## src/rtl/panel_dma_ctrl.sv

```systemverilog
// Front-panel examine/deposit controller: borrows the memory bus from the CPU via
// hold/hold-ack, performs one write and/or read, and updates the panel address/data LEDs.
module panel_dma_ctrl #(
    parameter int ADDR_WIDTH   = 16,
    parameter int DATA_WIDTH   = 8,
    parameter int RD_LATENCY   = 1,
    parameter int HOLD_TIMEOUT = 255
) (
    input  logic                  clk,
    input  logic                  rst_n,
    input  logic                  pause,
    input  logic                  examine_stb,
    input  logic                  examine_next_stb,
    input  logic                  deposit_stb,
    input  logic                  deposit_next_stb,
    input  logic [ADDR_WIDTH-1:0] sw_addr,
    input  logic [DATA_WIDTH-1:0] sw_data,
    output logic                  hold_req,
    input  logic                  hold_ack,
    output logic [ADDR_WIDTH-1:0] mem_addr,
    output logic                  mem_rd,
    output logic                  mem_we,
    output logic [DATA_WIDTH-1:0] mem_wdata,
    input  logic [DATA_WIDTH-1:0] mem_rdata,
    output logic [ADDR_WIDTH-1:0] panel_addr,
    output logic [DATA_WIDTH-1:0] panel_data,
    output logic                  busy,
    output logic                  done,
    output logic                  err,
    output logic                  cmd_drop
);

    typedef enum logic [2:0] {
        S_IDLE, S_HOLD, S_WRITE, S_READ, S_WAIT, S_RELEASE
    } state_t;

    state_t                state_reg;
    logic [ADDR_WIDTH-1:0] cur_addr_reg;
    logic [DATA_WIDTH-1:0] wdata_reg;
    logic [DATA_WIDTH-1:0] panel_data_reg;
    logic                  is_write_reg;
    logic [15:0]           hold_cnt_reg;
    logic [2:0]            wait_cnt_reg;
    logic                  hold_req_reg;
    logic                  done_reg;
    logic                  err_reg;
    logic                  cmd_drop_reg;

    logic       any_stb;
    logic [2:0] stb_count;

    assign any_stb   = examine_stb | examine_next_stb | deposit_stb | deposit_next_stb;
    assign stb_count = 3'(examine_stb) + 3'(examine_next_stb)
                     + 3'(deposit_stb) + 3'(deposit_next_stb);

    always_ff @(posedge clk or negedge rst_n) begin
        if (!rst_n) begin
            state_reg      <= S_IDLE;
            cur_addr_reg   <= '0;
            wdata_reg      <= '0;
            panel_data_reg <= '0;
            is_write_reg   <= 1'b0;
            hold_cnt_reg   <= '0;
            wait_cnt_reg   <= '0;
            hold_req_reg   <= 1'b0;
            done_reg       <= 1'b0;
            err_reg        <= 1'b0;
            cmd_drop_reg   <= 1'b0;
        end else begin
            done_reg     <= 1'b0;
            err_reg      <= 1'b0;
            // Any strobe that does not start a command is reported, including losers of a tie
            cmd_drop_reg <= any_stb && (state_reg != S_IDLE || !pause || stb_count > 3'd1);

            case (state_reg)
                S_IDLE: begin
                    if (any_stb && pause) begin
                        if (examine_stb) begin
                            cur_addr_reg <= sw_addr;
                            is_write_reg <= 1'b0;
                        end else if (examine_next_stb) begin
                            cur_addr_reg <= cur_addr_reg + 1'b1;
                            is_write_reg <= 1'b0;
                        end else if (deposit_stb) begin
                            is_write_reg <= 1'b1;
                        end else begin
                            cur_addr_reg <= cur_addr_reg + 1'b1;
                            is_write_reg <= 1'b1;
                        end
                        wdata_reg    <= sw_data;
                        hold_cnt_reg <= '0;
                        hold_req_reg <= 1'b1;
                        state_reg    <= S_HOLD;
                    end
                end
                S_HOLD: begin
                    if (hold_ack) begin
                        state_reg <= is_write_reg ? S_WRITE : S_READ;
                    end else if (hold_cnt_reg == 16'(HOLD_TIMEOUT - 1)) begin
                        err_reg      <= 1'b1;
                        hold_req_reg <= 1'b0;
                        state_reg    <= S_IDLE;
                    end else begin
                        hold_cnt_reg <= hold_cnt_reg + 16'd1;
                    end
                end
                S_WRITE, S_READ, S_WAIT: begin
                    if (!hold_ack) begin
                        err_reg      <= 1'b1;
                        hold_req_reg <= 1'b0;
                        state_reg    <= S_IDLE;
                    end else if (state_reg == S_WRITE) begin
                        state_reg <= S_READ;
                    end else if (state_reg == S_READ) begin
                        wait_cnt_reg <= 3'(RD_LATENCY);
                        state_reg    <= S_WAIT;
                    end else if (wait_cnt_reg == 3'd1) begin
                        panel_data_reg <= mem_rdata;
                        hold_req_reg   <= 1'b0;
                        done_reg       <= 1'b1;
                        state_reg      <= S_RELEASE;
                    end else begin
                        wait_cnt_reg <= wait_cnt_reg - 3'd1;
                    end
                end
                S_RELEASE: state_reg <= S_IDLE;
                default:   state_reg <= S_IDLE;
            endcase
        end
    end

    // Strobes are gated by hold_ack so the abort cycle never touches memory
    assign mem_rd     = (state_reg == S_READ)  && hold_ack;
    assign mem_we     = (state_reg == S_WRITE) && hold_ack;
    assign mem_wdata  = mem_we ? wdata_reg : '0;
    assign mem_addr   = hold_req_reg ? cur_addr_reg : '0;
    assign hold_req   = hold_req_reg;
    assign panel_addr = cur_addr_reg;
    assign panel_data = panel_data_reg;
    assign busy       = (state_reg != S_IDLE);
    assign done       = done_reg;
    assign err        = err_reg;
    assign cmd_drop   = cmd_drop_reg;

endmodule

```

## config.mk

```make
export PLATFORM = sky130hd
export DESIGN_NAME = panel_dma_ctrl
export DESIGN_NICKNAME = d
export VERILOG_FILES = /design/src/rtl/panel_dma_ctrl.sv
export SDC_FILE = /design/constraint.sdc
export NUM_CORES = 1
export LEC_CHECK = 0
export BUFFER_PORTS_ARGS = -buffer_cell sky130_fd_sc_hd__buf_2
export CAP_MARGIN = 5
export CELL_PAD_IN_SITES_DETAIL_PLACEMENT = 1
export CELL_PAD_IN_SITES_GLOBAL_PLACEMENT = 1
export CORE_MARGIN = 2
export CORE_UTILIZATION = 40
export CTS_BUF_LIST = sky130_fd_sc_hd__clkbuf_8
export CTS_CLUSTER_DIAMETER = 200
export CTS_CLUSTER_SIZE = 8
export DETAILED_ROUTE_END_ITERATION = 7
export GPL_TIMING_DRIVEN = 0
export PLACE_DENSITY_LB_ADDON = 0.1
export SETUP_SLACK_MARGIN = 0.2
export SYNTH_ARGS = -nofsm -noshare
export SYNTH_HDL_FRONTEND = slang
export SYNTH_SLANG_ARGS = --single-unit
```

## constraint.sdc

```tcl
create_clock -name clk -period 2.4 [get_ports clk]
set_clock_uncertainty 0.1 [all_clocks]
set_input_delay 0.12 -clock clk [delete_from_list [all_inputs] [get_ports clk]]
set_output_delay 0.12 -clock clk [all_outputs]
set_load 0.03 [all_outputs]
```

# == Yosys cells after proc, flatten, opt, wreduce, memory -nomap -nowiden ==
# Cells that the tools add are included.
# Widths: inputs -> output; s select.
# classes
mux,39
addsub,6
n_bitwise,5
n_eq_ne,17
n_reduce_logical,19
n_lt_le_gt_ge,1
# ops
op,count
$mux 16,7
$add 16x1->16 const B,2
$pmux 16 s2,1
$mux 3,9
$mux 1,18
$eq 16x8->1 const B,1
$ne 3x3->1 const B,5
$ne 2x2->1 const B,5
$pmux 3 s3,1
$mux 8,1
$reduce_and 4->1,2
$reduce_and 7->1,1
$eq 3x1->1 const B,2
$eq 3x2->1 const B,2
$reduce_and 3->1,2
$reduce_bool 3->1,2
$ne 5x5->1 const B,1
$reduce_and 5->1,1
$logic_and 1x1->1,4
$add 2x1->3,1
$add 3x1->3,1
$eq 3x3->1 const B,1
$gt 3x1->1 const B,1
$logic_not 3->1,1
other kinds (11),15
# word_totals
output_inout_bits,55
in_bits,40
reg_bits,59

# == Logic depth before layout (Yosys ltp) ==
# logic_depth
depth_word,6
depth_mapped,9
ltp_nobuf,7

# == Worst setup path before layout ==
# OpenSTA, ideal clock, no wires.
# synth_timing
kind,register to output
start,reg state_reg[0]
end,out mem_wdata[0]
slack_ns,0.059
arrival_ns,2.121
path_stages_with_launch,5
required_ns,2.180
cell_sequence,dfrtp_1 > buf_2 > nand2b_1 > nor3b_1 > and2_1
# synth_via
elab_chain_len,3
# synth_rtl
element,line,source
from (decl),37,state_t state_reg;
from (signal assigned),98,state_reg <= is_write_reg ? S_WRITE : S_READ;
$eq 3x2->1,134,assign mem_we = (state_reg == S_WRITE) && hold_ack;
$logic_and 1x1->1,134,
net mem_we,22,"output logic mem_we,"
$mux 8,135,assign mem_wdata = mem_we ? wdata_reg : '0;
to (decl),23,"output logic [DATA_WIDTH-1:0] mem_wdata,"
# The timed path passes the listed nets, and every way through them passes these cells.

# == Final worst setup path ==
# layout_timing
start,reg state_reg[0]
end,out mem_wdata[6]
# layout_via
elab_chain_len,3
# layout_rtl
element,line
$eq 3x2->1,134
$logic_and 1x1->1,134
$mux 8,135
# Every way passes these cells.

==> impl_metrics.toml <==
[floorplanning]
coreArea_um2 = 7767
die_w_um = 93.87
num_rows = 32
fp.dieH_um = 93.87
floorplan.initialDensity_pct = 41.59
die_area_um2 = 8812
io_pins = 95

[routing]
vias = 3041
drtIter0Drc = 90
drc = 0
dr.pass1.iters = 4
routed_wl_um = 9341
via_per_inst = 5.280
ant_nets = 0
avgRoutedWirePerCell_um = 16.22

[critical_path]
critPathSlowestCell = "dfrtp_1"
worstPathCellList = "buf_2 -> nand2b_1 -> nor3b_4 -> and2_1 -> buf_2"
slowest_delay_ns = 0.36
rrSetupSlack_ns = 0.32
cpMostUsedCell = "buf_2"
path_max_fanout = 9
cp-end-kind = "primary output"
worst_setup_path_start_kind = "register"
cp.arrival_ns = 1.86
worst-endpoint-required_ns = 2.18
critPathKind = "reg -> out"

[clocking]
cts-root-buf = "clkbuf_8"
cts_tree = "done"
clock_latency_ns = 0.33
clockBufferDepth = 2
cts_buffers = 9
htree_num_levels = 3
cts_setup_buffers = 0
clkTransAtPathRegs_ns = 0.06
clock_sinks = 59

[synthesis]
synth_edf_count = 0
syn-num-nets = 378
synth_top_cell_area_share_pct = 45.70
yosysWarnings = 0
synth_area_leaders = "dfrtp_1 46%, mux2_2 5.9%, and2_1 5.2%, xor2_1 3.5%, nor2_1 3.5%"
yosysTopAreaCell = "dfrtp_1"
yosysUniqueCellTypes = 48
syn_area_um2 = 3231
seq_area_frac_synth_pct = 45.70
ys_ff_latch = 59
synth_area_per_cell_um2 = 9.760
synth_flop_cell = "dfrtp_1"
ys_async_sr_fraction_pct = 100.0
syn_inst = 331

[sta]
finalSetupViolations = 0
maxSlewViolCount = 0
fmax_mhz = 481.2
tns_ns = 0
worst_pin_slew_ns = 0.7310
rsz0062_at_grt = "yes"
period_share_pct = 86.59
min_period_ns = 2.078
slew_headroom_pct = 51.27
hold_violations = 0

[hold_path]
hp-class = "in -> reg"

[global_routing]
grt_max_degree = 31
use_met2_pct = 36.43
grt_pass1_wl_um = 15250
grt_util_met3_pct = 3.933
first_global_vias = 3079
grt_use_total_pct = 22.11
grt_util_met1_pct = 29.19
grt-ovfl-total = 0
gr-max-usage-layer = "met2"
antenna_found_initial = 0

[cells_and_area]
areaGrowthSynthToFinish_pct = 35.75
fin_util_pct = 56.46
num_antenna_cells = 0
nNetsFinal = 516
layout-drive-gt1-share_pct = 31.22

[place]
gp_congestion = 0.7795
io_buffers = 93
dp.final_hpwl_um = 6537

[pwr]
power_density_nw_per_um2 = 1036
ir_worst_vdd_mv = 0.4959
p_leak_uw = 0.002109

[run]
max_cap_viol_count = 0

[run_status]
outcome = "complete, no violations"
power breakdown:
group	switching, uW	internal, uW
clock network	406	499
logic	1300	760
registers	287	1290
placed cells by master (no fill, tap or decap), drive strengths merged, types with 6 or more instances in the layout:
cell type	instances
a21oi	13
and2	27
buf	106
clkbuf	13
dfrtp	59
dlygate4sd3	33
ha	6
inv	16
mux2	17
nand2	16
nand3	18
nand4	15
nor2	33
nor3	6
o21ai	18
o22ai	7
xor2	13
cell usage after synthesis (2+ instances only):
cell type and number:
nor4_1 3, and2_1 27, dfrtp_1 59, nor4b_4 2, nand2_1 16, xor2_1 13, and3_1 4, and4_1 2
xnor2_1 3, nand4_1 15, nand2b_1 2, nor2_2 3, or3_1 3, a22oi_1 4, ha_1 6, o21bai_1 2
buf_2 8, a31oi_1 4, nor3_1 6, mux2i_1 3, nand3b_1 3, o31ai_1 2, buf_4 3, o221a_2 2
o21ai_0 16, o22ai_1 7, nand3_1 18, nor2_1 30, a221o_1 2, inv_1 14, nor2b_1 2, a21oi_1 13
mux2_2 17, clkbuf_1 3
layout make-up:
| cell class | instances | area (um2) |
|---|---|---|
| clock inverters | 6 | 57.56 |
| clock buffers | 10 | 137.6 |
| well taps | 102 | 127.6 |
| inverters | 15 | 56.30 |
| repair buffers | 127 | 815.8 |
| multi-input cells | 242 | 1629 |
| plain buffers | 15 | 85.08 |
| flip-flops and latches | 59 | 1476 |
| fillers | 935 | 3382 |
per-layer routing:
| layer | part of all wire (%) | wire [um] |
|---|---|---|
| met4 | 1.7 | 157 |
| met3 | 3.8 | 354 |
| met2 | 49 | 4623 |
| met1 | 45 | 4206 |
| met5 | 0 | 0 |
path summary, 6_finish.rpt:
| kind | from | endpoint | cells past startpoint |
|---|---|---|---|
| worst max-delay path | state_reg[0]$_DFFE_PN0P_ | mem_wdata[6] | 5 |
| worst min-delay path | hold_ack | err$_DFF_PN0_ | 2 |
| worst max register to register | state_reg[1]$_DFFE_PN0P_ | panel_addr[13]$_DFFE_PN0P_ | 5 |
| worst min register to register | wait_cnt_reg[1]$_DFFE_PN0P_ | wait_cnt_reg[1]$_DFFE_PN0P_ | 2 |
| max in group asynchronous | rst_n | err$_DFF_PN0_ | 3 |
| min in group asynchronous | rst_n | hold_cnt_reg[12]$_DFFE_PN0P_ | 2 |
kinds of logic after synthesis:
family | share of synthesized area [%]
buffers and inverters | 4.376
AOI/OAI and AO/OA | 11.54
adders and majority gates | 2.943
and+or+nand+nor | 24.25
muxes | 6.855
DFF | 45.70
xor gates and xnor gates | 4.338
critical path: cells and delay by family (launching register included):
family | cells | cell delay [ns]
flip-flops | 1 | 0.36
buffers and inverters | 2 | 0.38
AND/OR/NAND/NOR | 3 | 0.77
metrics by stage:
| stage | setup WS, ns | instance area [um2] | total power [uW] | cells | hold slack (ns) |
|---|---|---|---|---|---|
| floorplan | 0.4922 | 3236 | 2971 | 331 | -0.2756 |
| global placement | 0.1600 | 3829 | 3524 | 526 | 0.2441 |
| detailed placement | 0.1562 | 3849 | 3601 | 527 | 0.1281 |
| CTS | 0.2199 | 4374 | 4566 | 576 | 0.004653 |
| global route | 0.1982 | 4385 | 4845 | 576 | 0.04422 |
| finish | 0.3217 | 4385 | 4542 | 576 | 0.02429 |
timing repair:
| item | in CTS | in global routing |
|---|---|---|
| setup endpoints to repair | 0 | 9 |
| resized for setup | 0 | 2 |
| hold buffers | 33 | 0 |
| endpoints found under the hold margin | 61 | 0 |
No activity file was read; power rests on OpenSTA's default activity.
